--- config.mk ---
export PLATFORM = sky130hd
export DESIGN_NAME = wb_rr_arbiter
export DESIGN_NICKNAME = d
export VERILOG_FILES = /design/src/rtl/wb_rr_arbiter.sv
export SDC_FILE = /design/constraint.sdc
export NUM_CORES = 1
export LEC_CHECK = 0
export CORE_AREA = 3 3 109 111
export CTS_CLUSTER_DIAMETER = 150
export CTS_CLUSTER_SIZE = 25
export DETAILED_ROUTE_END_ITERATION = 10
export DIE_AREA = 0 0 112 114
export PLACE_DENSITY = 0.74
export SYNTH_ARGS = -nofsm -noshare
export SYNTH_HDL_FRONTEND = slang
export SYNTH_SLANG_ARGS = --single-unit
--- constraint.sdc ---
create_clock -name clk -period 4.4 [get_ports clk]
set_clock_uncertainty 0.1 [all_clocks]
set_input_delay 0.66 -clock clk [delete_from_list [all_inputs] [get_ports clk]]
set_output_delay 0.66 -clock clk [all_outputs]
set_load 0.03 [all_outputs]
--- src/rtl/wb_rr_arbiter.sv ---
// N-master to 1-slave Wishbone classic arbiter. Round-robin grant is held for
// the whole cyc; a stalled slave is cut off after TIMEOUT_CYCLES with an err pulse.

module wb_rr_port (
  input  logic cyc,
  input  logic stb,
  input  logic sel,
  input  logic ack_en,
  input  logic err_en,
  output logic req,
  output logic ack,
  output logic err
);
  assign req = cyc & stb;
  assign ack = sel & ack_en;
  assign err = sel & err_en;
endmodule

module wb_rr_arbiter #(
  parameter int NUM_MASTERS    = 2,
  parameter int ADDR_WIDTH     = 32,
  parameter int DATA_WIDTH     = 32,
  parameter int TIMEOUT_CYCLES = 1024
) (
  input  logic                               clk,
  input  logic                               rst_n,
  input  logic [NUM_MASTERS-1:0]             m_cyc_i,
  input  logic [NUM_MASTERS-1:0]             m_stb_i,
  input  logic [NUM_MASTERS-1:0]             m_we_i,
  input  logic [NUM_MASTERS*DATA_WIDTH/8-1:0] m_wstrb_i,
  input  logic [NUM_MASTERS*ADDR_WIDTH-1:0]  m_addr_i,
  input  logic [NUM_MASTERS*DATA_WIDTH-1:0]  m_data_i,
  output logic [DATA_WIDTH-1:0]              m_data_o,
  output logic [NUM_MASTERS-1:0]             m_ack_o,
  output logic [NUM_MASTERS-1:0]             m_err_o,
  output logic                               s_cyc_o,
  output logic                               s_stb_o,
  output logic                               s_we_o,
  output logic [DATA_WIDTH/8-1:0]            s_wstrb_o,
  output logic [ADDR_WIDTH-1:0]              s_addr_o,
  output logic [DATA_WIDTH-1:0]              s_data_o,
  input  logic [DATA_WIDTH-1:0]              s_data_i,
  input  logic                               s_ack_i,
  output logic [NUM_MASTERS-1:0]             grant_o
);
  localparam int SW = DATA_WIDTH / 8;
  localparam int GW = (NUM_MASTERS > 1) ? $clog2(NUM_MASTERS) : 1;
  localparam int CW = (TIMEOUT_CYCLES > 0) ? $clog2(TIMEOUT_CYCLES + 1) : 1;
  localparam logic [CW-1:0] TMO_MAX  = CW'(TIMEOUT_CYCLES);
  localparam logic [GW-1:0] LAST_RST = GW'(NUM_MASTERS - 1);

  typedef enum logic {IDLE = 1'b0, BUSY = 1'b1} state_t;

  state_t                                state_q, state_d;
  logic [GW-1:0]                         grant_q, grant_d, last_q, last_d, win_idx, idx;
  logic                                  win_vld;
  logic [CW-1:0]                         cnt_q, cnt_d;
  logic                                  tmo_q, tmo_d;
  logic                                  busy, ack_en;
  logic [NUM_MASTERS-1:0]                req, sel;
  logic [NUM_MASTERS-1:0][ADDR_WIDTH-1:0] addr_v;
  logic [NUM_MASTERS-1:0][DATA_WIDTH-1:0] data_v;
  logic [NUM_MASTERS-1:0][SW-1:0]         strb_v;

  assign addr_v = m_addr_i;
  assign data_v = m_data_i;
  assign strb_v = m_wstrb_i;

  assign busy   = (state_q == BUSY);
  // tmo_q marks the abort cycle: the slave is detached, so a late ack must not leak through
  assign ack_en = busy & ~tmo_q & s_ack_i;

  for (genvar k = 0; k < NUM_MASTERS; k++) begin : g_port
    assign sel[k] = busy && (grant_q == GW'(k));
    wb_rr_port u_port (
      .cyc    (m_cyc_i[k]),
      .stb    (m_stb_i[k]),
      .sel    (sel[k]),
      .ack_en (ack_en),
      .err_en (tmo_q),
      .req    (req[k]),
      .ack    (m_ack_o[k]),
      .err    (m_err_o[k])
    );
  end

  assign grant_o  = sel;
  assign m_data_o = s_data_i;

  always_comb begin
    s_cyc_o   = 1'b0;
    s_stb_o   = 1'b0;
    s_we_o    = 1'b0;
    s_wstrb_o = '0;
    s_addr_o  = '0;
    s_data_o  = '0;
    if (busy) begin
      s_cyc_o   = m_cyc_i[grant_q] & ~tmo_q;
      s_stb_o   = m_stb_i[grant_q] & ~tmo_q;
      s_we_o    = m_we_i[grant_q];
      s_wstrb_o = strb_v[grant_q];
      s_addr_o  = addr_v[grant_q];
      s_data_o  = data_v[grant_q];
    end
  end

  // Search starts just past the previous owner so every requester is served in turn
  always_comb begin
    win_vld = 1'b0;
    win_idx = '0;
    idx     = '0;
    for (int i = 1; i <= NUM_MASTERS; i++) begin
      idx = GW'((int'(last_q) + i) % NUM_MASTERS);
      if (!win_vld && req[idx]) begin
        win_vld = 1'b1;
        win_idx = idx;
      end
    end
  end

  always_comb begin
    state_d = state_q;
    grant_d = grant_q;
    last_d  = last_q;
    cnt_d   = '0;
    tmo_d   = 1'b0;
    case (state_q)
      IDLE: begin
        if (win_vld) begin
          state_d = BUSY;
          grant_d = win_idx;
        end
      end
      BUSY: begin
        if (tmo_q || !m_cyc_i[grant_q]) begin
          state_d = IDLE;
          last_d  = grant_q;
          grant_d = '0;
        end else if (TIMEOUT_CYCLES > 0 && s_stb_o && !s_ack_i) begin
          // an ack in the threshold cycle takes the else path, so the ack wins
          cnt_d = (cnt_q == TMO_MAX) ? cnt_q : cnt_q + 1'b1;
          tmo_d = (cnt_q == TMO_MAX);
        end
      end
    endcase
  end

  always_ff @(posedge clk or negedge rst_n) begin
    if (!rst_n) begin
      state_q <= IDLE;
      grant_q <= '0;
      last_q  <= LAST_RST;
      cnt_q   <= '0;
      tmo_q   <= 1'b0;
    end else begin
      state_q <= state_d;
      grant_q <= grant_d;
      last_q  <= last_d;
      cnt_q   <= cnt_d;
      tmo_q   <= tmo_d;
    end
  end

endmodule

==> summary.md, run 1 <==
| Metric | Value |
|---|---|
| Outcome | `completed` |
| RD Place Congestion | `0.859` |
| R2r endpoint | `cnt_q[1]` |
| Routed vias/inst | `around 4.3` |
| WS Path Type | `register to output port` |
| Worst Path Arrival | `around 2500 ps` |
| DRT iter0 DRCs | `81` |
| Yosys cell types | `38` |
| Final ANT Viol Nets | `0` |
| Final setup vio count | `0` |
| Fin area | `0.00445 mm²` |
| Input/output buffers | `221` |
| Initial core utilization | `0.217` |
| Worst-path clk slew | `around 60 ps` |
| Most used flip-flop cell after synthesis | `dfrtp_1` |
| Resized Gates After CTS | `0` |
| Flop-to-flop setup slack | `around 2200 ps` |
| Area of the multi-input gates | `about 0.0016 mm²` |
| Final setup TNS | `0 ps` |
| Post-route clock period utilization | `0.735` |
| EDFF count, synth | `0` |
| Core area | `between 0.01 and 0.015 mm²` |
| Reg2reg path depth | `3` |
| Sequential area share after synthesis | `0.160` |
| Die ar. | `~0.013 mm²` |
| Setup crit end kind | `output port` |
| Mean Syn Cell Area | `8.31 µm²` |
| Largest net degree at the start of global routing | `43` |
| N_diodes | `0` |
| Post-synthesis cell area | `0.00236 mm²` |
| FF+latch area | `approximately 380 µm²` |
| Hold-fix buffers, CTS | `0` |
| Fmax | `309 MHz` |
| Lkg Pwr | `1.65 nW` |
| Share of layout cells above drive strength 1 | `0.0350` |
| Reg2reg start | `grant_q` |
| Horiz. Die Dim | `112 µm` |
| Nets@finish | `~640` |
| # Max-Cap Violations | `0` |
| Yosys top cell by area | `mux2i_1` |
| Pwr Density | `around 350 mW/mm²` |
| # IOs | `between 200 and 300` |
| Clock tree sinks | `15` |
| Peak VDD IR | `0.000193 V` |
| Top post-synthesis cells by area | `mux2i_1, nor2b_1, dfrtp_1, buf_4, a21oi_1` |
| Total CTS buffers | `3` |
| Drt drc | `0` |
| First-pass GRT wire length | `between 10 and 15 mm` |
| Gr usage total | `0.134` |
| Half-perimeter wire length after placement | `approximately 7.9 mm` |
| Crit Path Max Fanout | `41` |
| Commonest non-fill, non-tap cell in the layout | `clkdlybuf4s50_1` |
| Area delta synth->final | `88.5%` |
| Htree depth | `1` |
| Remaining Overflow, GRT | `0` |
| Hold Path End | `last_q` |
| Worst Hold Launch | `last_q` |
| Routed wire length | `9.57 mm` |
| Most frequent cells in the layout | `clkdlybuf4s50_1, nor2b_1, mux2i_1` |
| Syn_nets | `approximately 460` |
| Setup bufs post-CTS | `0` |
| WP data required | `roughly 3600 ps` |
| Unrepaired setup endpoints after global routing | `false` |
| Wire length per cell | `16.0 µm` |
| Worst-Skew Late Latency | `250 ps` |
| Worst relative slew slack | `0.486` |
| Hold Path Class | `register to register` |
| Final Hold Fails | `0` |
| Root Driver | `clkbuf_8` |
| DRT Pass-1 Iters | `4` |
| Routed vias | `2583` |
| Initial antenna violation count | `0` |
| Top cell type's share of synthesized area | `0.301` |
| Synth Instances | `between 200 and 300` |
| Hold path depth | `1` |
| CTS tree | `built` |
| Die Y | `approximately 110 µm` |
| Vias in the first global route | `about 2700` |
| Ys async rst share | `1.00` |
| Post-layout min period | `~3200 ps` |
| Number of synthesis warnings | `0` |
| #FFs+latches synth | `15` |
| Worst slew pin tran | `764 ps` |
| Fillers | `roughly 1100` |
| Startpoint types | `register` |
| Placed cell area | `~0.0044 mm²` |
| # rows | `38` |
| Clock Path Buffers | `2` |
| Max-slew violations | `0` |
cells by family (layout without fill, tap and decap cells):
family	after synthesis	in the layout	share of synthesized area
buffers and inverters	62	235	0.170
AND/OR/NAND/NOR	108	108	0.286
adder cells (fa/ha/maj)	2	2	0.0106
multiplexers	72	72	0.306
AO/OA/AOI/OAI	22	22	0.0567
XOR/XNOR	3	3	0.0111
flip-flops	15	15	0.160
registers in the layout (all words and copies together) (netlist names):
register,count
cnt_q,11
tmo_q,1
grant_q,1
last_q,1
busy,1
synthesized netlist by cell type, drive strengths merged, types with 2 or more instances:
library cell,n
nor2,6
o31ai,2
or3,4
and2,3
nand2,3
nor2b,73
o21ai,6
clkbuf,8
buf,48
nand4,4
dfrtp,14
a21oi,8
nand3,5
inv,6
xnor2,2
ha,2
or4,2
mux2i,71
worst max path at each step:
stage                        from           end  slack (ps)  depth (start not counted)
after detailed placement  grant_q  s_addr_o[23]        1410                          4
after CTS                 grant_q  s_addr_o[23]        1130                          4
after global routing      grant_q  s_data_o[30]        1010                          4
after global placement    grant_q  s_addr_o[21]        1450                          4
final                     grant_q  s_data_o[30]        1170                          4
after floorplan           grant_q  s_addr_o[25]        2230                          5
layout make-up:
type,count,share of cell area
Timing Repair Buffer,225,0.504
Multi-Input combinational cell,207,0.356
Sequential cell,15,0.0858
Tap cell,140,0.0394
Clock buffer,4,0.0101
Inverter,6,0.00506
routing by layer:
metal,wire length (µm),share of wire,global-route usage,up-vias
li1,-,-,-,1279
met1,3810,0.40,0.160,1180
met2,5030,0.53,0.248,109
met3,587,0.061,0.0255,15
met4,138,0.014,0.0304,0
met5,0,0,0,-
worst max-delay path, cell delays in order, from the launching register on:
cell and delay, ps:
dfrtp_4 860, buf_4 390, mux2i_1 120, nor2b_1 130, clkdlybuf4s50_1 690
report_power, final:
| part | switching (mW) | internal [mW] | total, mW |
|---|---|---|---|
| clock | 0.0510 | 0.0643 | 0.115 |
| combinational | 0.595 | 0.606 | 1.20 |
| sequential | 0.0842 | 0.153 | 0.238 |
per-stage QoR:
step / std cells / utilization / hold slack, ps / total power, mW / setup slack, ps
2_1_floorplan: 284 / - / 264 / 1.00 / 2230
3_3_place_gp: 593 / 0.405 / 376 / 1.44 / 1450
3_5_place_dp: 593 / 0.405 / 383 / 1.45 / 1410
4_1_cts: 597 / 0.409 / 399 / 1.57 / 1130
5_1_grt: 597 / 0.409 / 417 / 1.63 / 1010
6_report: 597 / 0.409 / 395 / 1.55 / 1170
(Power assumes the default switching activity.)
==> inputs of run 2 (changes only) <==
- CORE_AREA: 3 3 109 111 -> 3 3 110 112
- DIE_AREA: 0 0 112 114 -> 0 0 113 115
- PLACE_DENSITY: 0.74 -> 0.73
- clock period: 4.4 -> 3.3 ns (I/O delays scaled with it)
==> summary.md, run 2 (synthesis gave the netlist of run 1 again) <==
| Metric | Value |
|---|---|
| Final ANT Viol Nets | `0 (unchanged)` |
| Die ar. | `0.0130 mm² (was 0.0128 mm²)` |
| Startpoint types | `register (unchanged)` |
| Reg2reg start | `grant_q (unchanged)` |
| N_diodes | `0 (unchanged)` |
| Crit-path cells | `buf_4, mux2i_1, nor2b_1, clkdlybuf4s50_1 (unchanged)` |
| Peak VDD IR | `0.000240 V (was 0.000193 V)` |
| Resized Gates After CTS | `0 (unchanged)` |
| Most frequent cells in the layout | `clkdlybuf4s50_1, nor2b_1, mux2i_1 (unchanged)` |
| Hold Path End | `last_q (unchanged)` |
| Initial core utilization | `0.208 (was 0.217)` |
| Horiz. Die Dim | `113 µm (was 112 µm)` |
| WS Path Type | `register to output port (unchanged)` |
| Max-slew violations | `0 (unchanged)` |
| Hold Path Class | `register to register (unchanged)` |
| CP bufs+invs | `2 (unchanged)` |
| Flop-to-flop setup slack | `1110 ps (was 2240 ps)` |
| Clock Path Buffers | `2 (unchanged)` |
| Total power | `2.17 mW (was 1.55 mW)` |
| Met2 WL post-DR | `4.59 mm (was 5.03 mm)` |
| Routed wire length | `9.55 mm (was 9.57 mm)` |
| Commonest non-fill, non-tap cell in the layout | `clkdlybuf4s50_1 (unchanged)` |
| Routed vias/inst | `4.33 (about the same)` |
| DRT Pass-1 Iters | `4 (unchanged)` |
| Outcome | `completed (unchanged)` |
| Worst relative slew slack | `0.508 (was 0.486)` |
| # rows | `39 (was 38)` |
| Unrepaired setup endpoints after global routing | `false (unchanged)` |
| CTS tree | `built (unchanged)` |
| Fin area | `0.00449 mm² (was 0.00445 mm²)` |
| Reg2reg path depth | `3 (unchanged)` |
| Lkg Pwr | `1.66 nW (was 1.65 nW)` |
| Clock tree sinks | `15 (unchanged)` |
| WHS | `389 ps (was 395 ps)` |
| Routed vias | `2592 (was 2583)` |
| Worst setup startpoint | `grant_q (unchanged)` |
| Fillers | `1123 (was 1105)` |
| Slowest cell on crit path | `dfrtp_4 (unchanged)` |
| # IOs | `286 (unchanged)` |
| Largest delay contributor family on the critical path | `buffers and inverters (unchanged)` |
| Top sig layer | `met4 (unchanged)` |
| Crit Path Max Fanout | `33 (was 41)` |
| Root Driver | `clkbuf_16 (was clkbuf_8)` |
| Worst-path clk slew | `50 ps (was 60 ps)` |
| Worst path max stage delay | `760 ps (was 860 ps)` |
| Htree depth | `1 (unchanged)` |
| # Max-Cap Violations | `0 (unchanged)` |
| Max reg flops | `11 (unchanged)` |
| Core area | `0.0113 mm² (was 0.0109 mm²)` |
| Worst Path Arrival | `2320 ps (was 2470 ps)` |
| Hold-fix buffers, CTS | `0 (unchanged)` |
| Final setup TNS | `0 ps (unchanged)` |
| WL met3 | `832 µm (was 587 µm)` |
| Remaining Overflow, GRT | `0 (unchanged)` |
| Nets@finish | `636 (was 637)` |
| Fmax | `343 MHz` |
| Setup crit end kind | `output port (unchanged)` |
| Placed cell area | `0.00441 mm² (was 0.00440 mm²)` |
| Initial antenna violation count | `0 (unchanged)` |
| Final Hold Fails | `0 (unchanged)` |
| Crit. path cell count | `4 (unchanged)` |
| Die Y | `115 µm (was 114 µm)` |
| Pwr Density | `484 mW/mm² (was 349 mW/mm²)` |
| Drt drc | `0 (unchanged)` |
| Post-route clock period utilization | `0.884` |
| Hold path depth | `1 (unchanged)` |
| Worst-Skew Late Latency | `250 ps (about the same)` |
| WL met1 | `4.05 mm (was 3.81 mm)` |
| Input/output buffers | `221 (unchanged)` |
| Final setup vio count | `0 (unchanged)` |
| First-pass GRT wire length | `14.1 mm (about the same)` |
| Largest Register | `cnt_q (unchanged)` |
| Share of layout cells above drive strength 1 | `0.0329 (was 0.0350)` |
| R2r endpoint | `cnt_q[1] (unchanged)` |
| Post-layout min period | `about 3000 ps` |
| Worst Hold Launch | `last_q (unchanged)` |
| DRT iter0 DRCs | `122 (was 81)` |
| Vias in the first global route | `2544 (was 2666)` |
| Largest net degree at the start of global routing | `78 (was 43)` |
| WP data required | `2700 ps (was 3640 ps)` |
| RD Place Congestion | `0.782 (was 0.859)` |
| Worst slew pin tran | `731 ps (was 764 ps)` |
| Total CTS buffers | `3 (unchanged)` |
| Wire length per cell | `15.9 µm (was 16.0 µm)` |
| Setup bufs post-CTS | `0 (unchanged)` |
| Area delta synth->final | `90.4% (was 88.5%)` |
| Half-perimeter wire length after placement | `7.89 mm (was 7.87 mm)` |
| Gr usage total | `0.133 (was 0.134)` |
[run 2: changes by cell type in the layout (fill, tap and decap cells not counted), sizes merged]
| cell | previous run | this run |
|---|---|---|
| buf | 4 | 3 |
[run 2: power breakdown]
part,switching (mW),internal [mW],total (mW)
sequential,0.0593,0.206,0.265
clock,0.0737,0.164,0.237
combinational,0.860,0.812,1.67
[run 2: worst register-to-register path, delay by kind of cell (launching register included)]
kind,cells,cell delay [ps]
flip-flops,1,760
AND/OR/NAND/NOR,1,590
multiplexers,1,290
AO/OA/AOI/OAI,1,390
[run 2: how the worst max path moves through the flow]
stage,to,slack [ps]
floorplan,s_addr_o[25],1300
global placement,s_stb_o,600
detailed placement,s_cyc_o,600
CTS,s_addr_o[29],350
global route,s_addr_o[30],240
finish,s_addr_o[29],380
[run 2: per-layer routing]
layer  vias to the layer above  global-route usage
met1                      1191               0.172
met5                         -                   0
met3                        12              0.0500
met2                       110               0.216
li1                       1279                   -
met4                         0              0.0216
[run 2: metrics by stage]
stage | cells | worst slack, ps | utilization
2_1_floorplan | 284 | 1300 | -
3_3_place_gp | 595 | 600 | 0.390
3_5_place_dp | 595 | 605 | 0.390
4_1_cts | 599 | 348 | 0.397
5_1_grt | 599 | 244 | 0.397
6_report | 599 | 383 | 0.397
[run 2: final cells by class]
cell class | count | area, µm² | area share
repair buffers | 224 | 2250 | 0.500
multi-input cells | 207 | 1580 | 0.352
flip-flops and latches | 15 | 382 | 0.0850
well taps | 143 | 179 | 0.0398
clock buffers | 4 | 78.8 | 0.0175
inverters | 6 | 22.5 | 0.00501
==> inputs of run 3 (changes only) <==
- SLEW_MARGIN: not set -> 5
==> results of run 3 <==
No change in the layout: final DEF, timing and power equal those of run 2.
